[config.mk]
export PLATFORM = sky130hd
export DESIGN_NAME = uart_receiver
export DESIGN_NICKNAME = d
export VERILOG_FILES = /design/src/rtl/uart_receiver.sv
export SDC_FILE = /design/constraint.sdc
export NUM_CORES = 1
export LEC_CHECK = 0
export BUFFER_PORTS_ARGS = -buffer_cell sky130_fd_sc_hd__buf_4
export CELL_PAD_IN_SITES_DETAIL_PLACEMENT = 1
export CELL_PAD_IN_SITES_GLOBAL_PLACEMENT = 1
export CORE_UTILIZATION = 30
export DETAILED_ROUTE_END_ITERATION = 12
export HOLD_SLACK_MARGIN = 0.12
export PLACE_DENSITY = 0.66
export SYNTH_ARGS = -nofsm -noshare
export SYNTH_HDL_FRONTEND = slang
export SYNTH_SLANG_ARGS = --single-unit
[constraint.sdc]
create_clock -name clk_i -period 4.6 [get_ports clk_i]
set_input_delay 0.23 -clock clk_i [delete_from_list [all_inputs] [get_ports clk_i]]
set_output_delay 0.23 -clock clk_i [all_outputs]
set_load 0.05 [all_outputs]
[src/rtl/uart_receiver.sv]
// -----------------------------------------------------------------------------
// uart_receiver
//
// Serial-to-parallel receive stage of the UART controller. It consumes the
// 16x-oversampling tick from the baud rate generator, detects a start bit on a
// falling edge of the synchronized line, and samples every following bit at
// its centre. It assembles 5 to 8 data bits LSB first, checks the optional
// parity bit and one or two stop bits, then presents the byte and its status
// flags on a one-clock completion strobe.
//
// Ports
//   clk_i          system clock (baud generator domain)
//   rst_n_i        asynchronous active-low reset
//   ov_baud_rt_i   one-clock tick at 16x the baud rate
//   rx_i           asynchronous serial line, idle high
//   data_width_i   data bits: 00=5, 01=6, 10=7, 11=8
//   parity_en_i    1 = parity bit follows the data bits
//   parity_even_i  1 = even parity, 0 = odd parity
//   stop_bits_i    0 = one stop bit, 1 = two stop bits
//   rx_data_o      last received data, right-justified, upper bits zero
//   rx_done_o      one-clock strobe: frame complete, outputs updated
//   parity_error_o parity mismatch in the last frame
//   frame_error_o  a stop bit was sampled low in the last frame
//   rx_idle_o      1 while the receiver is idle
// -----------------------------------------------------------------------------
module uart_receiver (
    input  logic       clk_i,
    input  logic       rst_n_i,
    input  logic       ov_baud_rt_i,
    input  logic       rx_i,
    input  logic [1:0] data_width_i,
    input  logic       parity_en_i,
    input  logic       parity_even_i,
    input  logic       stop_bits_i,
    output logic [7:0] rx_data_o,
    output logic       rx_done_o,
    output logic       parity_error_o,
    output logic       frame_error_o,
    output logic       rx_idle_o
);

    typedef enum logic [2:0] {
        IDLE,
        START,
        DATA,
        PARITY,
        STOP,
        DONE
    } state_t;

    // Line synchronizer and edge history; all reset to the idle (high) level
    // so that reset release on an idle line never looks like a start bit.
    logic       rxMeta_q;
    logic       rxSync_q;
    logic       rxPrev_q;
    logic       fallEdge;

    state_t     state_q, state_d;
    logic [3:0] tickCnt_q, tickCnt_d;
    logic [2:0] bitCnt_q, bitCnt_d;
    logic       stopCnt_q, stopCnt_d;

    // Frame format captured at start detection
    logic [1:0] cfgWidth_q, cfgWidth_d;
    logic       cfgParEn_q, cfgParEn_d;
    logic       cfgParEven_q, cfgParEven_d;
    logic       cfgStop2_q, cfgStop2_d;

    // Per-frame working state
    logic [7:0] shift_q, shift_d;
    logic       parAcc_q, parAcc_d;
    logic       parErr_q, parErr_d;
    logic       frmErr_q, frmErr_d;

    // Registered outputs
    logic [7:0] rxData_q, rxData_d;
    logic       rxDone_q, rxDone_d;
    logic       parityError_q, parityError_d;
    logic       frameError_q, frameError_d;
    logic       idle_q;

    logic       sampleMid;
    logic       sampleEnd;

    assign fallEdge  = rxPrev_q & ~rxSync_q;
    assign sampleMid = ov_baud_rt_i && (tickCnt_q == 4'd7);
    assign sampleEnd = ov_baud_rt_i && (tickCnt_q == 4'd15);

    // Two-flop synchronizer plus one history flop for falling-edge detection
    always_ff @(posedge clk_i or negedge rst_n_i) begin
        if (!rst_n_i) begin
            rxMeta_q <= 1'b1;
            rxSync_q <= 1'b1;
            rxPrev_q <= 1'b1;
        end else begin
            rxMeta_q <= rx_i;
            rxSync_q <= rxMeta_q;
            rxPrev_q <= rxSync_q;
        end
    end

    // Next-state logic. The tick counter free-runs modulo 16 within a state,
    // so staying in STOP for a second stop bit naturally lands on the next
    // bit centre 16 ticks later. Any state change clears the counter.
    always_comb begin
        state_d       = state_q;
        tickCnt_d     = ov_baud_rt_i ? tickCnt_q + 4'd1 : tickCnt_q;
        bitCnt_d      = bitCnt_q;
        stopCnt_d     = stopCnt_q;
        cfgWidth_d    = cfgWidth_q;
        cfgParEn_d    = cfgParEn_q;
        cfgParEven_d  = cfgParEven_q;
        cfgStop2_d    = cfgStop2_q;
        shift_d       = shift_q;
        parAcc_d      = parAcc_q;
        parErr_d      = parErr_q;
        frmErr_d      = frmErr_q;
        rxData_d      = rxData_q;
        rxDone_d      = 1'b0;
        parityError_d = parityError_q;
        frameError_d  = frameError_q;

        unique case (state_q)
            IDLE: begin
                if (fallEdge) begin
                    state_d      = START;
                    cfgWidth_d   = data_width_i;
                    cfgParEn_d   = parity_en_i;
                    cfgParEven_d = parity_even_i;
                    cfgStop2_d   = stop_bits_i;
                    shift_d      = 8'h00;
                    parAcc_d     = 1'b0;
                    parErr_d     = 1'b0;
                    frmErr_d     = 1'b0;
                    bitCnt_d     = 3'd0;
                    stopCnt_d    = 1'b0;
                end
            end
            START: begin
                // A line that is high again at mid start bit was a glitch
                if (sampleMid) begin
                    state_d = rxSync_q ? IDLE : DATA;
                end
            end
            DATA: begin
                if (sampleEnd) begin
                    shift_d[bitCnt_q] = rxSync_q;
                    parAcc_d          = parAcc_q ^ rxSync_q;
                    // Index of the last data bit is 4..7, i.e. {1, width}
                    if (bitCnt_q == {1'b1, cfgWidth_q}) begin
                        state_d = cfgParEn_q ? PARITY : STOP;
                    end else begin
                        bitCnt_d = bitCnt_q + 3'd1;
                    end
                end
            end
            PARITY: begin
                if (sampleEnd) begin
                    // Even: error when total XOR is 1; odd: error when it is 0
                    parErr_d = parAcc_q ^ rxSync_q ^ ~cfgParEven_q;
                    state_d  = STOP;
                end
            end
            STOP: begin
                if (sampleEnd) begin
                    frmErr_d = frmErr_q | ~rxSync_q;
                    if (cfgStop2_q && !stopCnt_q) begin
                        stopCnt_d = 1'b1;
                    end else begin
                        // Outputs load together with the strobe so they are
                        // already valid while rx_done_o is high
                        state_d       = DONE;
                        rxDone_d      = 1'b1;
                        rxData_d      = shift_q;
                        parityError_d = parErr_q;
                        frameError_d  = frmErr_q | ~rxSync_q;
                    end
                end
            end
            DONE: begin
                state_d = IDLE;
            end
            default: begin
                state_d = IDLE;
            end
        endcase

        if (state_d != state_q) begin
            tickCnt_d = 4'd0;
        end
    end

    // State, working and output registers
    always_ff @(posedge clk_i or negedge rst_n_i) begin
        if (!rst_n_i) begin
            state_q       <= IDLE;
            tickCnt_q     <= 4'd0;
            bitCnt_q      <= 3'd0;
            stopCnt_q     <= 1'b0;
            cfgWidth_q    <= 2'b00;
            cfgParEn_q    <= 1'b0;
            cfgParEven_q  <= 1'b0;
            cfgStop2_q    <= 1'b0;
            shift_q       <= 8'h00;
            parAcc_q      <= 1'b0;
            parErr_q      <= 1'b0;
            frmErr_q      <= 1'b0;
            rxData_q      <= 8'h00;
            rxDone_q      <= 1'b0;
            parityError_q <= 1'b0;
            frameError_q  <= 1'b0;
            idle_q        <= 1'b1;
        end else begin
            state_q       <= state_d;
            tickCnt_q     <= tickCnt_d;
            bitCnt_q      <= bitCnt_d;
            stopCnt_q     <= stopCnt_d;
            cfgWidth_q    <= cfgWidth_d;
            cfgParEn_q    <= cfgParEn_d;
            cfgParEven_q  <= cfgParEven_d;
            cfgStop2_q    <= cfgStop2_d;
            shift_q       <= shift_d;
            parAcc_q      <= parAcc_d;
            parErr_q      <= parErr_d;
            frmErr_q      <= frmErr_d;
            rxData_q      <= rxData_d;
            rxDone_q      <= rxDone_d;
            parityError_q <= parityError_d;
            frameError_q  <= frameError_d;
            idle_q        <= (state_d == IDLE);
        end
    end

    assign rx_data_o      = rxData_q;
    assign rx_done_o      = rxDone_q;
    assign parity_error_o = parityError_q;
    assign frame_error_o  = frameError_q;
    assign rx_idle_o      = idle_q;

endmodule

---- After elaboration in Yosys (flattened, before gate mapping) ----
Index checks and enable logic that the tools add are counted.
cells by class
  multiplexer cells ....................... 35
  reduce and logical (&&, ||, !) cells .... 18
  equality and inequality tests ........... 14
  bitwise operators ....................... 7
  add/subtract/negate cells ............... 2
  $lt $le $gt $ge ......................... 2
operators by type and width
  kind                                                                   count
  3-bit two-way mux                                                      11
  8-bit two-way mux                                                      2
  8-bit one-hot mux with 2 select lines                                  1
  3-bit one-hot mux with 5 select lines                                  1
  2-bit != test, second input constant                                   6
  3-bit AND reduction                                                    4
  1-bit two-way mux                                                      10
  8-bit bitwise mux                                                      1
  4-bit two-way mux                                                      2
  1-bit one-hot mux with 2 select lines                                  4
  4-bit AND reduction                                                    2
  2-bit nonzero test                                                     4
  3-bit by 2-bit equality test with 1-bit output, second input constant  2
  3-bit zero test                                                        2
  3-bit one-hot mux with 2 select lines                                  1
  4-bit by 1-bit adder with 4-bit output, second input constant          1
  4-bit by 3-bit equality test with 1-bit output, second input constant  1
  4-bit equality test, second input constant                             1
  1-bit logical AND                                                      4
  3-bit by 4-bit < comparator with 1-bit output, second input constant   1
  3-bit by 1-bit adder with 3-bit output, second input constant          1
  1-bit demux with 3-bit select                                          1
  3-bit by 1-bit equality test with 1-bit output, second input constant  1
  3-bit equality test                                                    1
  10 further kinds                                                       13
word-level totals
  input bits .............................. 9
  flip-flop bits (word level) ............. 42

---- Logic depth before layout (Yosys ltp) ----
Gate-level depths: netlist (run 1).
  depth after elaboration ................. 7
  depth in mapped cells ................... 8
  mapped depth without buffers ............ 6

---- Worst setup path after synthesis (run 1) ----
No wires, ideal clock.
  path kind ............................... register -> register
  start point ............................. reg bitCnt_q[1]
  end point ............................... reg tickCnt_q[0]
  period minus slack after synthesis ...... 1.806 ns
  setup time .............................. 0.123 ns
  stages on the path, launching flop included .. 7
  slack ................................... 2.794 ns
  data required time ...................... 4.477 ns
  path buffers ............................ 1
  arrival ................................. 1.683 ns
  path through ............................ dfrtp_1 buf_4 xnor2_1 nand3_1 or4_4 a31oi_4 nor2_1
on the way
  cells in the longest elaborated chain, start to end .. 6
  elaborated cells on any way between the ends .. 7
  those cells by class .................... eq/ne: 2; mux: 4; reduce/logical: 1
RTL lines
  what                                                     RTL line  text
  from (decl)                                              60        logic [2:0] bitCnt_q, bitCnt_d;
  from (signal assigned)                                   216       bitCnt_q <= bitCnt_d;
  3-bit equality test *                                    150       if (bitCnt_q == {1'b1, cfgWidth_q}) begin
  3-bit two-way mux *                                      150
  3-bit two-way mux *                                      146       if (sampleEnd) begin
  3-bit one-hot mux with 5 select lines *                  123       unique case (state_q)
  3-bit != test *                                          188       if (state_d != state_q) begin
  4-bit two-way mux or 2-bit nonzero test (tied branches)  -
  to (signal assigned)                                     215       tickCnt_q <= tickCnt_d;
  to (decl)                                                59        logic [3:0] tickCnt_q, tickCnt_d;
Mark *: on every way between the ends. The rest lies on a longest branch, timed or not.
A chain may end at the register's enable or synchronous reset.

---- Worst setup path in the final report (run 1) ----
  start point ............................. reg tickCnt_q[0]
  end point ............................... reg idle_q (netlist: rx_idle_o)
on the way
  cells in the longest elaborated chain, start to end .. 5
  elaborated cells on any way between the ends .. 10
  those cells by class .................... eq/ne: 2; mux: 5; reduce/logical: 3
RTL lines
  what                                                                                   RTL line  text
  4-bit equality test or 4-bit by 3-bit equality test with 1-bit output (tied branches)  87, 86
  1-bit logical AND (on tied branches)                                                   87, 86
  3-bit two-way mux (on tied branches)                                                   -
  3-bit one-hot mux with 5 select lines *                                                123
  named net state_d[0]                                                                   58        state_t state_q, state_d;
  3-bit zero test *                                                                      230       idle_q <= (state_d == IDLE);
  to (signal assigned)                                                                   230
  to (decl)                                                                              80        logic idle_q;
Mark *: on every way through the listed nets, which the timed path passes. The rest lies on a longest branch.

==> results of run 1 <==
## cell usage in the layout, fill, tap and decap left out, drive strengths merged, types with 2 or more instances in the layout
cell type    instances
nand2               48
dfrtp               38
o21ai               23
nor2                22
buf                 20
nand3                8
inv                  7
a21oi                6
clkbuf               6
xnor2                5
a31oi                5
nor3b                4
dlygate4sd3          4
dfstp                4
nand4                3
nor3                 3
xor2                 2
nand3b               2
o21a                 2
o31ai                2
a22o                 2
o211ai               2
ha                   2
## worst min path at each step
| stage | start | endpoint | slack, ns | cells after the start |
|---|---|---|---|---|
| after floorplan | rst_n_i | bitCnt_q[0]$_DFFE_PN0P_ | -0.07 | 0 |
| after global placement | rst_n_i | rx_data_o[0]$_DFFE_PN0P_ | 0.25 | 1 |
| after detailed placement | rst_n_i | rx_data_o[0]$_DFFE_PN0P_ | 0.26 | 1 |
| after CTS | parity_en_i | cfgParEn_q$_DFFE_PN0P_ | 0.13 | 3 |
| after global routing | data_width_i[1] | cfgWidth_q[1]$_DFFE_PN0P_ | 0.16 | 3 |
| final | parity_en_i | cfgParEn_q$_DFFE_PN0P_ | 0.14 | 3 |
## metrics by stage
| stage | setup WS (ns) | hold slack (ns) |
|---|---|---|
| finish | 2.33 | 0.141 |
| global route | 2.09 | 0.157 |
| CTS | 2.27 | 0.134 |
| detailed placement | 2.30 | 0.260 |
| global placement | 2.36 | 0.254 |
| floorplan | 2.79 | -0.0656 |
## metal layers
layer / track usage / part of all wire / up-vias
li1: - / - / 773
met1: 0.197 / 0.49 / 764
met2: 0.240 / 0.47 / 22
met3: 0.0326 / 0.031 / 5
met4: 0.0431 / 0.010 / 0
met5: 0 / 0 / -
## logic make-up (layout without fill, tap and decap cells)
logic type	count (synthesis)	count (layout)	synth area share
compound gates	48	48	0.156
xor+xnor	7	7	0.0308
fa+ha+maj	2	2	0.0126
buf+inv	21	39	0.0496
flops	42	42	0.530
simple gates	97	97	0.222
## worst register-to-register path: stages, from the launching register on
cell and delay, ns:
dfrtp_1 0.41, ha_1 0.24, and4_1 0.30, o2111ai_2 0.32, inv_2 0.26, or4b_1 0.55
nor2_1 0.13
## state kept, by name (all words and copies together), names as in the netlist, 2 cells and up
name	cells
tickCnt_q	4
shift_q	8
rx_data_o	8
state_q	3
cfgWidth_q	2
bitCnt_q	3
## final cells by class
cell class,count,area (sq um)
Tap cell,77,96.3
Clock buffer,6,82.6
Timing Repair Buffer,24,190
Inverter,7,26.3
Fill cell,735,4080
Clock inverter,2,12.5
Sequential cell,42,1060
Multi-Input combinational cell,154,838
## power by group through the flow
| stage | Clock [mW] | Sequential [mW] | Combinational, mW |
|---|---|---|---|
| 6_report | 0.258 | 0.501 | 0.247 |
| 5_1_grt | 0.282 | 0.512 | 0.283 |
| 4_1_cts | 0.271 | 0.501 | 0.250 |
| 3_5_place_dp | 0 | 0.507 | 0.248 |
| 3_3_place_gp | 0 | 0.507 | 0.240 |
| 2_1_floorplan | 0 | 0.508 | 0.185 |
==> impl_metrics.ini, run 1 <==
[status]
status = completed

[placed_design]
dp_hpwl_mm = 3.03
port_buffers = 20
gp_congestion = 0.768
dp_cells = 300
dpl-instance-area_sq_mm = 0.00217

[worst_setup_path]
cp-startpoint = tickCnt_q[0]$_DFFE_PN0P_
critPathSlowestCell = or4b_1
crit_path_end_kind = flip-flop
cp_top_family = simple AND/OR/NAND/NOR gates
cp.depth = 6
path_class = reg2reg
max_stage_delay_ns = 0.54
ff2ff_path_depth = 6
critical_path_required_ns = 4.83
cp.arrival_ns = 2.50
path_cells = ha_1 -> and4_1 -> o2111ai_2 -> inv_2 -> or4b_1 -> nor2_1
worst-path-buf-inv = 1
r2r-start = tickCnt_q[0]$_DFFE_PN0P_
r2r_slack_ns = 2.33
critPathLaunchType = flip-flop
crit_path_max_fanout = 13
r2r-end = rx_idle_o$_DFF_PN1_
crit_path_end = rx_idle_o$_DFF_PN1_

[final_layout]
stdcell_count = 312
fin_nets = 245
antenna_cells = 0
syn_to_final_growth_pct = 15.5
utilization = 0.361
drive_gt1_frac = 0.157
design_area_sq_mm = 0.00230

[sta]
setup_violations = 0
fmax_mhz = 441
min_period_ns = 2.27
tns_ns = 0
rsz0062_at_grt = false
final_max_slew_viol_count = 0
period_share = 0.493
finalHoldViolations = 0
max_slew_margin = 0.439
worstMarginPinSlew_ns = 0.840
fin_skew_ns = 0.00923

[floorplanning]
rows = 29
fp.dieW_microns = 83.5
coreArea_sq_mm = 0.00639
die_y_microns = 83.5
io_pins = 21
start_util = 0.312
die_area_sq_mm = 0.00697

[power]
internal_power_uw = 654
p_per_area_mw_per_mm2 = 437
p_sw_uw = 352
leakage_nw = 1.06
power_mw = 1.01
p_seq_frac = 0.498
pwr-share-clk = 0.256
ir_drop_uv = 193
comb_power_share = 0.246
swShare = 0.350

[yosys]
syn_inst = 217
ys_warn_count = 0
synthTopCellsByCount = nand2_1 (48), dfrtp_1 (38), nor2_1 (21)
ys_ff_latch = 42
synth-async-reset-ratio = 1.00
synth_area_leaders = dfrtp_1 (48%), nand2_1 (9.0%), dfstp_2 (5.3%)
yosysTopAreaCellShare = 0.477
yosys.area.top_type = dfrtp_1
syn-num-nets = 228
yosysMostFrequentCell = nand2_1
synth_cell_types = 41
syn-cell-area_sq_mm = 0.00199
ys.flop_type = dfrtp_1
synth-edff-count = 0
seq_area_frac_synth = 0.530
synth.avg_cell_area_sq_um = 9.19

[clocking]
tritoncts = done
clk_latency_ns = 0.30
hold_buffers = 4
cts_setup_buffers = 0
cts_max_level = 2
cts_sinks = 42
cts_buffer_depth = 2
post_cts_resize_count = 0
clk_pin_slew_ns = 0.08
cts_root_buf = clkbuf_8
cts_buffers = 5

[grt]
grt_use_total = 0.147
overflow = 0
grt_pass1_wl_mm = 8.18
first_global_vias = 1685
grt_max_degree = 43
antenna_found_initial = 0

[detailed_routing]
routed_wirelength_mm = 4.60
drc = 0
dr.pass1.iters = 4
via_count = 1564
drt-vias-per-instance = 5.01
wl_per_cell_microns = 14.8
first_iter_violations = 117
antenna_left = 0

[job]
maxCapViolations = 0

[worst_hold_path]
hp-class = in2reg
Note: power is estimated with default switching activity, not from simulation.
==> run 2, diff against run 1 <==
- clock period: 4.6 -> 2.37 ns (I/O delays scaled with it)
==> impl_metrics.ini, run 2 (same netlist as run 1, synthesis figures left out) <==
[status]
status = completed

[clocking]
tritoncts = done
cts_buffers = 5
clk_pin_slew_ns = 0.07
clk_latency_ns = 0.30
cts_sinks = 42
cts_max_level = 2
cts_buffer_depth = 2
cts_setup_buffers = 0
cts_root_buf = clkbuf_8

[detailed_routing]
dr.pass1.iters = 3
routed_wirelength_mm = 4.61
drt-vias-per-instance = 5.03
drc = 0
antenna_left = 0
wl_per_cell_microns = 14.3
first_iter_violations = 73
via_count = 1620

[grt]
antenna_found_initial = 0
grt_pass1_wl_mm = 8.02
overflow = 0
grt_use_total = 0.144
grt_max_degree = 43
first_global_vias = 1697

[worst_setup_path]
critPathSlowestCell = or4b_1
critical_path_required_ns = 2.59
critPathLaunchType = flip-flop
worst-path-buf-inv = 1
r2r_slack_ns = 0.39
r2r-end = rx_idle_o$_DFF_PN1_
path_class = reg2reg
path_cells = ha_1 -> and4_1 -> o2111ai_2 -> inv_2 -> or4b_1 -> nor2_1
max_stage_delay_ns = 0.51
cp.depth = 6
crit_path_max_fanout = 11
cp.arrival_ns = 2.21
cp_top_family = simple AND/OR/NAND/NOR gates
r2r-start = tickCnt_q[0]$_DFFE_PN0P_
ff2ff_path_depth = 6
crit_path_end_kind = flip-flop

[floorplanning]
die_area_sq_mm = 0.00697
die_y_microns = 83.5
coreArea_sq_mm = 0.00639
rows = 29
fp.dieW_microns = 83.5
io_pins = 21
start_util = 0.312

[worst_hold_path]
whs_path_depth = 4
hp-class = in2reg
min_from = ov_baud_rt_i
holdPathEnd = tickCnt_q[0]$_DFFE_PN0P_

[final_layout]
syn_to_final_growth_pct = 19.2
fin_nets = 255
multi_input_area_sq_um = 838
stdcell_count = 322
fill_cells = 755
layout_common_cells = nand2_1 (48), dfrtp_1 (38), buf_4 (27)
drive_gt1_frac = 0.176
seq_area_sq_mm = 0.00106
antenna_cells = 0
final_common_cell = nand2_1

[sta]
worstMarginPinSlew_ns = 0.593
tns_ns = 0
max_slew_margin = 0.605
setup_violations = 0
rsz0062_at_grt = false
min_period_ns = 1.98
final_max_slew_viol_count = 0
fin_skew_ns = 0.0126
fmax_mhz = 505
finalHoldViolations = 0
period_share = 0.836
hold_ws_ns = 0.154

[placed_design]
dp_cells = 307
gp_congestion = 0.777
dp_hpwl_mm = 3.27
port_buffers = 20

[power]
p_per_area_mw_per_mm2 = 815
ir_drop_uv = 317
leakage_nw = 1.10

[job]
maxCapViolations = 0
-- run 2: repair_timing --
action                                 in CTS  in global routing
gates resized for setup                     0                  0
hold buffers                                7                  0
endpoints found under the hold margin      44                  0
-- run 2: tightest hold or removal path, delay by kind of cell --
| family | cells | cell delay [ns] |
|---|---|---|
| buf+inv | 1 | 0.13 |
| simple gates | 2 | 0.10 |
| xor+xnor | 1 | 0.07 |
-- run 2: worst max-delay path by stage --
| stage | end | slack, ns | start |
|---|---|---|---|
| finish | rx_idle_o$_DFF_PN1_ | 0.39 | tickCnt_q[0]$_DFFE_PN0P_ |
| CTS | rx_idle_o$_DFF_PN1_ | 0.35 | tickCnt_q[0]$_DFFE_PN0P_ |
| floorplan | tickCnt_q[0]$_DFFE_PN0P_ | 0.56 | bitCnt_q[1]$_DFFE_PN0P_ |
| global route | shift_q[1]$_DFFE_PN0P_ | 0.25 | state_q[2]$_DFF_PN0_ |
| detailed placement | rx_idle_o$_DFF_PN1_ | 0.38 | tickCnt_q[0]$_DFFE_PN0P_ |
| global placement | rx_idle_o$_DFF_PN1_ | 0.39 | tickCnt_q[0]$_DFFE_PN0P_ |
-- run 2: layer usage --
layer  track usage  vias to the layer above  part of all wire  routed length, microns
li1              -                      789                 -                       -
met1         0.181                      809              0.47                    2170
met2         0.252                       17              0.49                    2280
met3        0.0297                        5             0.025                     113
met4        0.0370                        0             0.010                      48
met5             0                        -                 0                       0
-- run 2: metrics by stage --
stage | cell area, sq um | power [mW] | util | setup WS, ns
global placement | 2220 | 1.46 | 0.348 | 0.389
global route | 2380 | 2.07 | 0.372 | 0.245
CTS | 2380 | 1.96 | 0.372 | 0.353
finish | 2380 | 1.94 | 0.372 | 0.389
detailed placement | 2220 | 1.48 | 0.348 | 0.379
floorplan | 1990 | 1.34 | - | 0.564
-- run 2: cell type report --
cell class                 instances  area share
inverter                           7      0.0111
clock buffer                       6      0.0305
tap                               77      0.0405
sequential                        42       0.444
timing repair buffer              34       0.115
multi-input combinational        154       0.353
clock inverter                     2     0.00579
-- run 2: report_power, final --
part           leakage, nW  internal [mW]  total [mW]  switching (mW)
registers            0.555          0.843       0.977           0.134
logic                0.500          0.207       0.495           0.288
clock network       0.0452          0.208       0.464           0.256
total                 1.10           1.26        1.94           0.678
